--- src/rtl/ci_window_mean_if.sv ---
// Handshake and window bus between the upstream hold stage and ci_window_mean.
interface ci_window_mean_if #(
    parameter int unsigned WIDTH = 8,
    parameter int unsigned SIZE  = 25
);
    logic             i_start;
    logic [WIDTH-1:0] i_win [SIZE];
    logic             o_busy;
    logic             o_valid;
    logic [WIDTH-1:0] o_mean;
    logic             o_ci;

    // Upstream side: requests a run and holds the window.
    modport master (
        output i_start,
        output i_win,
        input  o_busy,
        input  o_valid,
        input  o_mean,
        input  o_ci
    );

    // Block side: consumes the window and reports the result.
    modport slave (
        input  i_start,
        input  i_win,
        output o_busy,
        output o_valid,
        output o_mean,
        output o_ci
    );
endinterface

--- src/rtl/ci_window_mean.sv ---
// Window mean and center-indicator: sequentially sums SIZE pixels, divides by SIZE
// with a bit-serial restoring divider, and flags whether the center pixel reaches the mean.
module ci_window_mean #(
    parameter int unsigned WIDTH = 8,
    parameter int unsigned SIZE  = 25
) (
    input logic             i_clk,
    input logic             i_rst_n,
    ci_window_mean_if.slave bus
);
    localparam int unsigned SUMW = WIDTH + $clog2(SIZE);
    localparam int unsigned IDXW = $clog2(SIZE);
    localparam int unsigned DIVW = $clog2(SUMW);
    // One counter serves both the element index and the quotient bit count.
    localparam int unsigned CNTW = (IDXW > DIVW) ? IDXW : DIVW;

    localparam logic [CNTW-1:0] ACC_LAST   = CNTW'(SIZE - 1);
    localparam logic [CNTW-1:0] DIV_LAST   = CNTW'(SUMW - 1);
    localparam logic [SUMW-1:0] DIVISOR    = SUMW'(SIZE);
    localparam logic [IDXW-1:0] CENTER_SEL = IDXW'(SIZE / 2);

    typedef enum logic [1:0] {StIdle, StAcc, StDiv, StDone} state_e;

    state_e           state_q, state_d;
    logic [SUMW-1:0]  sum_q, sum_d;
    logic [CNTW-1:0]  idx_q, idx_d;
    logic [SUMW-1:0]  quot_q, quot_d;
    logic [SUMW-1:0]  rem_q, rem_d;
    logic [WIDTH-1:0] center_q, center_d;
    logic [WIDTH-1:0] mean_q, mean_d;
    logic             ci_q, ci_d;

    logic [IDXW-1:0]  acc_sel;
    logic [SUMW-1:0]  elem_ext;
    logic [SUMW-1:0]  rem_shift;
    logic             rem_ge;
    logic [SUMW-1:0]  quot_next;

    // State register with synchronous active-low reset.
    always_ff @(posedge i_clk) begin
        if (!i_rst_n) begin
            state_q <= StIdle;
        end else begin
            state_q <= state_d;
        end
    end

    // Next-state logic; i_start only matters in IDLE, so it is ignored while busy.
    always_comb begin
        state_d = state_q;
        unique case (state_q)
            StIdle:  if (bus.i_start) state_d = StAcc;
            StAcc:   if (idx_q == ACC_LAST) state_d = StDiv;
            StDiv:   if (idx_q == DIV_LAST) state_d = StDone;
            StDone:  state_d = StIdle;
            default: state_d = StIdle;
        endcase
    end

    // Outputs decoded from state; result registers hold between runs.
    always_comb begin
        bus.o_busy  = (state_q != StIdle);
        bus.o_valid = (state_q == StDone);
        bus.o_mean  = mean_q;
        bus.o_ci    = ci_q;
    end

    // Datapath next-state: accumulate, then shift-subtract one quotient bit per cycle.
    always_comb begin
        sum_d    = sum_q;
        idx_d    = idx_q;
        quot_d   = quot_q;
        rem_d    = rem_q;
        center_d = center_q;
        mean_d   = mean_q;
        ci_d     = ci_q;

        acc_sel  = idx_q[IDXW-1:0];
        elem_ext = SUMW'(bus.i_win[acc_sel]);
        // rem_q < SIZE, so dropping its MSB on the shift never loses a set bit.
        rem_shift = {rem_q[SUMW-2:0], sum_q[SUMW-1]};
        rem_ge    = (rem_shift >= DIVISOR);
        quot_next = {quot_q[SUMW-2:0], rem_ge};

        unique case (state_q)
            StIdle: begin
                if (bus.i_start) begin
                    sum_d    = '0;
                    idx_d    = '0;
                    center_d = bus.i_win[CENTER_SEL];
                end
            end
            StAcc: begin
                sum_d = sum_q + elem_ext;
                if (idx_q == ACC_LAST) begin
                    idx_d  = '0;
                    rem_d  = '0;
                    quot_d = '0;
                end else begin
                    idx_d = idx_q + CNTW'(1);
                end
            end
            StDiv: begin
                // sum_q is consumed MSB first as the dividend shifts out.
                sum_d  = sum_q << 1;
                rem_d  = rem_ge ? (rem_shift - DIVISOR) : rem_shift;
                quot_d = quot_next;
                idx_d  = idx_q + CNTW'(1);
                if (idx_q == DIV_LAST) begin
                    mean_d = quot_next[WIDTH-1:0];
                    ci_d   = (center_q >= quot_next[WIDTH-1:0]);
                end
            end
            StDone: begin
            end
            default: begin
            end
        endcase
    end

    // Datapath registers; reset aborts any run and clears the visible result.
    always_ff @(posedge i_clk) begin
        if (!i_rst_n) begin
            sum_q    <= '0;
            idx_q    <= '0;
            quot_q   <= '0;
            rem_q    <= '0;
            center_q <= '0;
            mean_q   <= '0;
            ci_q     <= 1'b0;
        end else begin
            sum_q    <= sum_d;
            idx_q    <= idx_d;
            quot_q   <= quot_d;
            rem_q    <= rem_d;
            center_q <= center_d;
            mean_q   <= mean_d;
            ci_q     <= ci_d;
        end
    end
endmodule

--- src/flat_wrapper.sv ---
// flat-port wrapper written by rule: the top's interface ports become plain ports
module ci_window_mean_flat 
#(
    parameter int unsigned WIDTH = 8,
    parameter int unsigned SIZE  = 25
)
  (i_clk, i_rst_n, bus_i_start, bus_i_win, bus_o_busy, bus_o_valid, bus_o_mean, bus_o_ci);
  ci_window_mean_if #(.WIDTH(WIDTH), .SIZE(SIZE)) bus_i ();
  input logic i_clk;
  input logic i_rst_n;
  input wire logic [$bits(bus_i.i_start)-1:0] bus_i_start;
  input wire logic [$bits(bus_i.i_win)-1:0] bus_i_win;
  output wire logic [$bits(bus_i.o_busy)-1:0] bus_o_busy;
  output wire logic [$bits(bus_i.o_valid)-1:0] bus_o_valid;
  output wire logic [$bits(bus_i.o_mean)-1:0] bus_o_mean;
  output wire logic [$bits(bus_i.o_ci)-1:0] bus_o_ci;
  assign bus_i.i_start = bus_i_start;
  assign bus_i.i_win = {>>{bus_i_win}};
  assign bus_o_busy = bus_i.o_busy;
  assign bus_o_valid = bus_i.o_valid;
  assign bus_o_mean = bus_i.o_mean;
  assign bus_o_ci = bus_i.o_ci;
  ci_window_mean #(.WIDTH(WIDTH), .SIZE(SIZE)) u_core (.i_clk(i_clk), .i_rst_n(i_rst_n), .bus(bus_i));
endmodule
--- config.mk ---
export PLATFORM = sky130hd
export DESIGN_NAME = ci_window_mean_flat
export DESIGN_NICKNAME = d
export VERILOG_FILES = /design/src/rtl/ci_window_mean_if.sv /design/src/rtl/ci_window_mean.sv /design/src/flat_wrapper.sv
export SDC_FILE = /design/constraint.sdc
export NUM_CORES = 1
export LEC_CHECK = 0
export ABC_AREA = 1
export CAP_MARGIN = 25
export CORE_AREA = 2 2 135 137
export CTS_CLUSTER_DIAMETER = 40
export DETAILED_ROUTE_END_ITERATION = 10
export DIE_AREA = 0 0 137 139
export GPL_TIMING_DRIVEN = 0
export SLEW_MARGIN = 25
export SYNTH_ARGS = -nofsm -noshare
export SYNTH_HDL_FRONTEND = slang
export SYNTH_SLANG_ARGS = --single-unit
--- constraint.sdc ---
create_clock -name i_clk -period 3.02 [get_ports i_clk]
set_clock_uncertainty 0.1 [all_clocks]
set_input_delay 0.453 -clock i_clk [delete_from_list [all_inputs] [get_ports i_clk]]
set_output_delay 0.453 -clock i_clk [all_outputs]
set_load 0.01 [all_outputs]
Word level (Yosys, flattened, before mapping)
Index checks and enable logic that the tools add are counted.
{"block": "classes", "order_cmp": 3, "n_eq_ne": 8, "bitwise_logic": 1, "n_reduce_logical": 9, "mux": 16, "add_sub_neg": 3}
{"operator": "$bmux W8 S5", "n": 1}
{"operator": "$pmux W13 S3", "n": 1}
{"operator": "$mux W12", "n": 2}
{"operator": "$pmux W12 S2", "n": 1}
{"operator": "$mux W8", "n": 2}
{"operator": "$pmux W5 S3", "n": 1}
{"operator": "$pmux W7 S2", "n": 1}
{"operator": "$add A13 B8 Y13", "n": 1}
{"operator": "$ge A13 B5 Y1 const B", "n": 1}
{"operator": "$mux W13", "n": 1}
{"operator": "$sub A12 B5 Y12 const B", "n": 1}
{"operator": "$mux W5", "n": 2}
{"operator": "$ge A8 B8 Y1", "n": 1}
{"operator": "$pmux W2 S4", "n": 1}
{"operator": "$reduce_and A2 Y1", "n": 4}
{"operator": "$ge A6 B6 Y1 const B", "n": 1}
{"operator": "$mux W2", "n": 3}
{"operator": "$not A5 Y6", "n": 1}
{"operator": "$add A5 B1 Y5 const B", "n": 1}
{"operator": "$eq A5 B4 Y1 const B", "n": 1}
{"operator": "$eq A5 B5 Y1 const B", "n": 1}
{"operator": "$eq A2 B2 Y1 const B", "n": 2}
{"operator": "$ne A2 B1 Y1 const B", "n": 2}
{"operator": "$reduce_bool A2 Y1", "n": 2}
{"operator": "other kinds (5)", "n": 5}
{"block": "totals", "output_inout_bits": 11, "word_cells": 48, "reg_bits": 56}

Logic depth before layout (Yosys ltp)
{"block": "depth", "ltp_word": 6, "depth_mapped": 22, "ltp_nobuf": 20}

Worst setup path before layout
Ideal clock, no wire load.
{"block": "synth_timing", "kind": "register to register", "start": "reg u_core.idx_q[0] (netlist: u_core.acc_sel[0])", "end": "reg u_core.sum_q[12]", "slack_ps": 260, "t_arrival_ps": 2528, "synth_period_minus_slack_ps": 2760, "stages_incl_launch_ff": 19, "setup_time_ps": 132, "path_buffers": 2, "path_cell_list": "dfxtp_1 buf_4 clkbuf_1 o21ai_0 o221ai_1 nand3_1 nand3_1 o21a_1 ha_1 inv_1 fa_1 o21ai_1 nand2_1 nand2_1 nand3_1 nand3_1 nand2_1 nand2_1 a21oi_1"}
{"block": "synth_via", "elab_chain_len": 6}
{"element": "start: declaration", "line": "ci_window_mean.sv:26", "text": "logic [CNTW-1:0] idx_q, idx_d;"}
{"element": "start signal: assignment", "line": "ci_window_mean.sv:133", "text": "idx_q <= idx_d;"}
{"element": "$not A5 Y6 (implied by the code)", "line": "ci_window_mean.sv:79", "text": "elem_ext = SUMW'(bus.i_win[acc_sel]);"}
{"element": "$bmux W8 S5", "line": "ci_window_mean.sv:79"}
{"element": "$mux W8 (implied by the code) (2 in a row)", "line": "ci_window_mean.sv:79"}
{"element": "$add A13 B8 Y13", "line": "ci_window_mean.sv:94", "text": "sum_d = sum_q + elem_ext;"}
{"element": "$pmux W13 S3", "line": "ci_window_mean.sv:85", "text": "unique case (state_q)"}
{"element": "end signal: assignment", "line": "ci_window_mean.sv:132", "text": "sum_q <= sum_d;"}
{"element": "end: declaration", "line": "ci_window_mean.sv:25", "text": "logic [SUMW-1:0] sum_q, sum_d;"}
Every way passes these cells. The select of a mux whose other input is x is not followed.
A chain may end at the register's enable or synchronous reset.

Worst setup path in the final report
Ends and elaborated chain as after synthesis.

==> results.sh <==
export IMPL_setup_tns_ns=-0.00508
export IMPL_ir_worst_vdd_v=0.000291
export IMPL_dr_pass1_iters=5
export IMPL_viasPerCell=5.08
export IMPL_arrival_ns=3.09
export IMPL_grt_pass1_wl_um=35400
export IMPL_finalHoldViolCount=0
export IMPL_core_area_um2=17700
export IMPL_drc_errors=0
export IMPL_antenna_found_initial=3
export IMPL_overflow=0
export IMPL_slew_limit_headroom=0.581
export IMPL_fin_cells=1352
export IMPL_drt_iter0_drc=411
export IMPL_clk_latency_ns=0.30
export IMPL_synth_distinct_cells=43
export IMPL_min_period_over_period=1.00
export IMPL_yosysTopAreaCell="dfxtp_1"
export IMPL_worstMarginPinSlew_ns=0.628
export IMPL_htree_levels=2
export IMPL_wl_per_cell_um=17.7
export IMPL_setup_viol=1
export IMPL_slew_viol_final=0
export IMPL_avgSynthCellArea_um2=5.95
export IMPL_synth_edf_count=0
export IMPL_start_kind="flip-flop"
export IMPL_outcome="complete, but fails checks"
export IMPL_ys_flop_type="dfxtp_1"
export IMPL_root_buffer="clkbuf_16"
export IMPL_p_int_uw=2200
export IMPL_pwr_share_clk=0.177
export IMPL_min_path_type="reg -> reg"
export IMPL_fin_ws_ns=-0.00508
export IMPL_die_y_um=139
export IMPL_p_per_area_nw_per_um2=439
export IMPL_synth_common_cells="nand2_1 (172), nor2_1 (153), o21ai_0 (122)"
export IMPL_pwr_share_seq=0.231
export IMPL_failed_checks="setup timing"
export IMPL_grt_start_max_net_pins=17
export IMPL_switching_share=0.411
export IMPL_totalWireLength_um=24000
export IMPL_synth_most_common_cell="nand2_1"
export IMPL_cts_path_max_buffers=2
export IMPL_hold_buffers=0
export IMPL_grt_setup_unrepaired="yes"
export IMPL_pwr_share_comb=0.592
export IMPL_layout_nets=1349
export IMPL_netlist_area_leader_share=0.215
export IMPL_drive_above_1_share=0.136
export IMPL_path_clk_slew_ns=0.07
export IMPL_grt_total_usage=0.237
export IMPL_globalplace_congestion=0.870
export IMPL_cap_violations=0
export IMPL_p_sw_uw=1530
export IMPL_ant_nets=0
export IMPL_cp_data_required_time_ns=3.08
export IMPL_pre_cts_slack_ns=-0.552
export IMPL_cp_max_fo=10
export IMPL_syn_nets=1105
export IMPL_max_freq_ghz=0.331
export IMPL_grt_pass1_vias=6498
export IMPL_fin_crit_ns=3.03
export IMPL_p_leak_uw=0.00341
export IMPL_ys_seq_area_frac=0.215
export IMPL_syn_area_um2=5210
export IMPL_syn_inst=876
export IMPL_start_util=0.295
export IMPL_dp_cells=1317
export IMPL_cts_made_buffers=5
export IMPL_io_buffer_count=212
export IMPL_worstSetupPathType="reg -> reg"
export IMPL_area_growth_pct=63.2
export IMPL_num_vias=6863
export IMPL_num_rows=49
export IMPL_clock_sinks=56
export IMPL_tritoncts="done"
export IMPL_hpwl_um=18600
export IMPL_synth_warnings=0
export IMPL_cp_end_kind="flip-flop"
export IMPL_synth_seq_cells=56
export IMPL_synth_area_top_cells="dfxtp_1 (22%), nand2_1 (12%), o21ai_0 (12%)"
export IMPL_dieArea_um2=19000
export IMPL_fin_total_pwr_uw=3730
export IMPL_io_pins=214
export IMPL_async_flop_share=0
export IMPL_die_w_um=137
## critical path, cell delays in order, from the launching register on
cell,delay (ns)
dfxtp_4,0.37
buf_12,0.15
inv_6,0.08
buf_8,0.14
o21ai_0,0.12
o22ai_1,0.22
nand2_1,0.08
nand3_1,0.08
o21a_1,0.20
ha_4,0.16
inv_2,0.04
fa_2,0.44
o21ai_4,0.24
nand2_2,0.09
nand2_2,0.09
nand3_2,0.06
nand3_2,0.08
nand2_1,0.06
nand2_1,0.05
a21oi_1,0.06
## power groups by stage
stage               Clock, uW  Sequential, uW  Combinational, uW
detailed placement          0             866               1770
global route              705             870               2410
global placement            0             864               1770
finish                    659             863               2210
CTS                       674             848               1850
floorplan                   0             852               1080
## per-stage QoR
step                utilization  area (um^2)  hold slack (ns)
finish                    0.482         8510            0.364
global route              0.482         8510            0.398
detailed placement        0.432         7620            0.353
CTS                       0.448         7920            0.364
floorplan                     -         5210            0.335
global placement          0.432         7620            0.348
## cell type report
cell class | count | area, um^2
Antenna cell | 2 | 5.00
Buffer | 52 | 502
Clock buffer | 6 | 129
Clock inverter | 2 | 35.0
Fill cell | 1861 | 9150
Inverter | 70 | 283
Multi-Input combinational cell | 698 | 3770
Sequential cell | 56 | 1130
Tap cell | 229 | 287
Timing Repair Buffer | 236 | 2360
Timing Repair inverter | 1 | 8.76
## metal layers
metal	vias up	routed length (um)	GRT usage	part of all wire
met4	2	782	0.0733	0.033
met3	49	1770	0.0402	0.074
li1	3454	-	-	-
met5	-	8	0	0.00033
met2	255	11500	0.419	0.48
met1	3103	9930	0.291	0.41
## registers in the layout (all words and copies together) (netlist names)
signal and count:
u_core.sum_q 13, u_core.rem_q 12, u_core.bus.o_mean 8, u_core.center_q 8, u_core.quot_q 7, u_core.acc_sel 5
u_core.state_q 2, u_core.bus.o_ci 1
## what timing repair did
item | in CTS | in global routing
gates resized for setup | 51 | 120
gates cloned | 0 | 4
pin swaps | 3 | 25
setup buffers | 0 | 21
endpoints found under the setup margin | 11 | 10
hold endpoints to repair | 0 | 0
## placed cells by master (no fill, tap or decap), types with 12 or more instances in the layout
master,instances
a21oi_1,52
buf_4,25
buf_8,12
clkdlybuf4s50_1,212
dfxtp_1,54
ha_1,18
inv_1,54
nand2_1,164
nand2_2,14
nand3_1,53
nor2_1,144
o21ai_0,106
o21ai_1,24
o22ai_1,29
## logic make-up after synthesis
kind of cell               synth area share
and+or+nand+nor                       0.331
AOI/OAI and AO/OA                     0.275
buffers and inverters                 0.103
DFF                                   0.215
adders and majority gates            0.0639
xor gates and xnor gates             0.0115
## final timing paths
check | cells past startpoint | slack (ns) | endpoint | start
min | 2 | 0.36 | u_core.rem_q[11] | u_core.rem_q[11]
max reg2reg | 19 | -0.005 | u_core.sum_q[12] | u_core.acc_sel[0]
min reg2reg | 2 | 0.36 | u_core.rem_q[11] | u_core.rem_q[11]
max | 19 | -0.005 | u_core.sum_q[12] | u_core.acc_sel[0]
(Power assumes the default switching activity.)
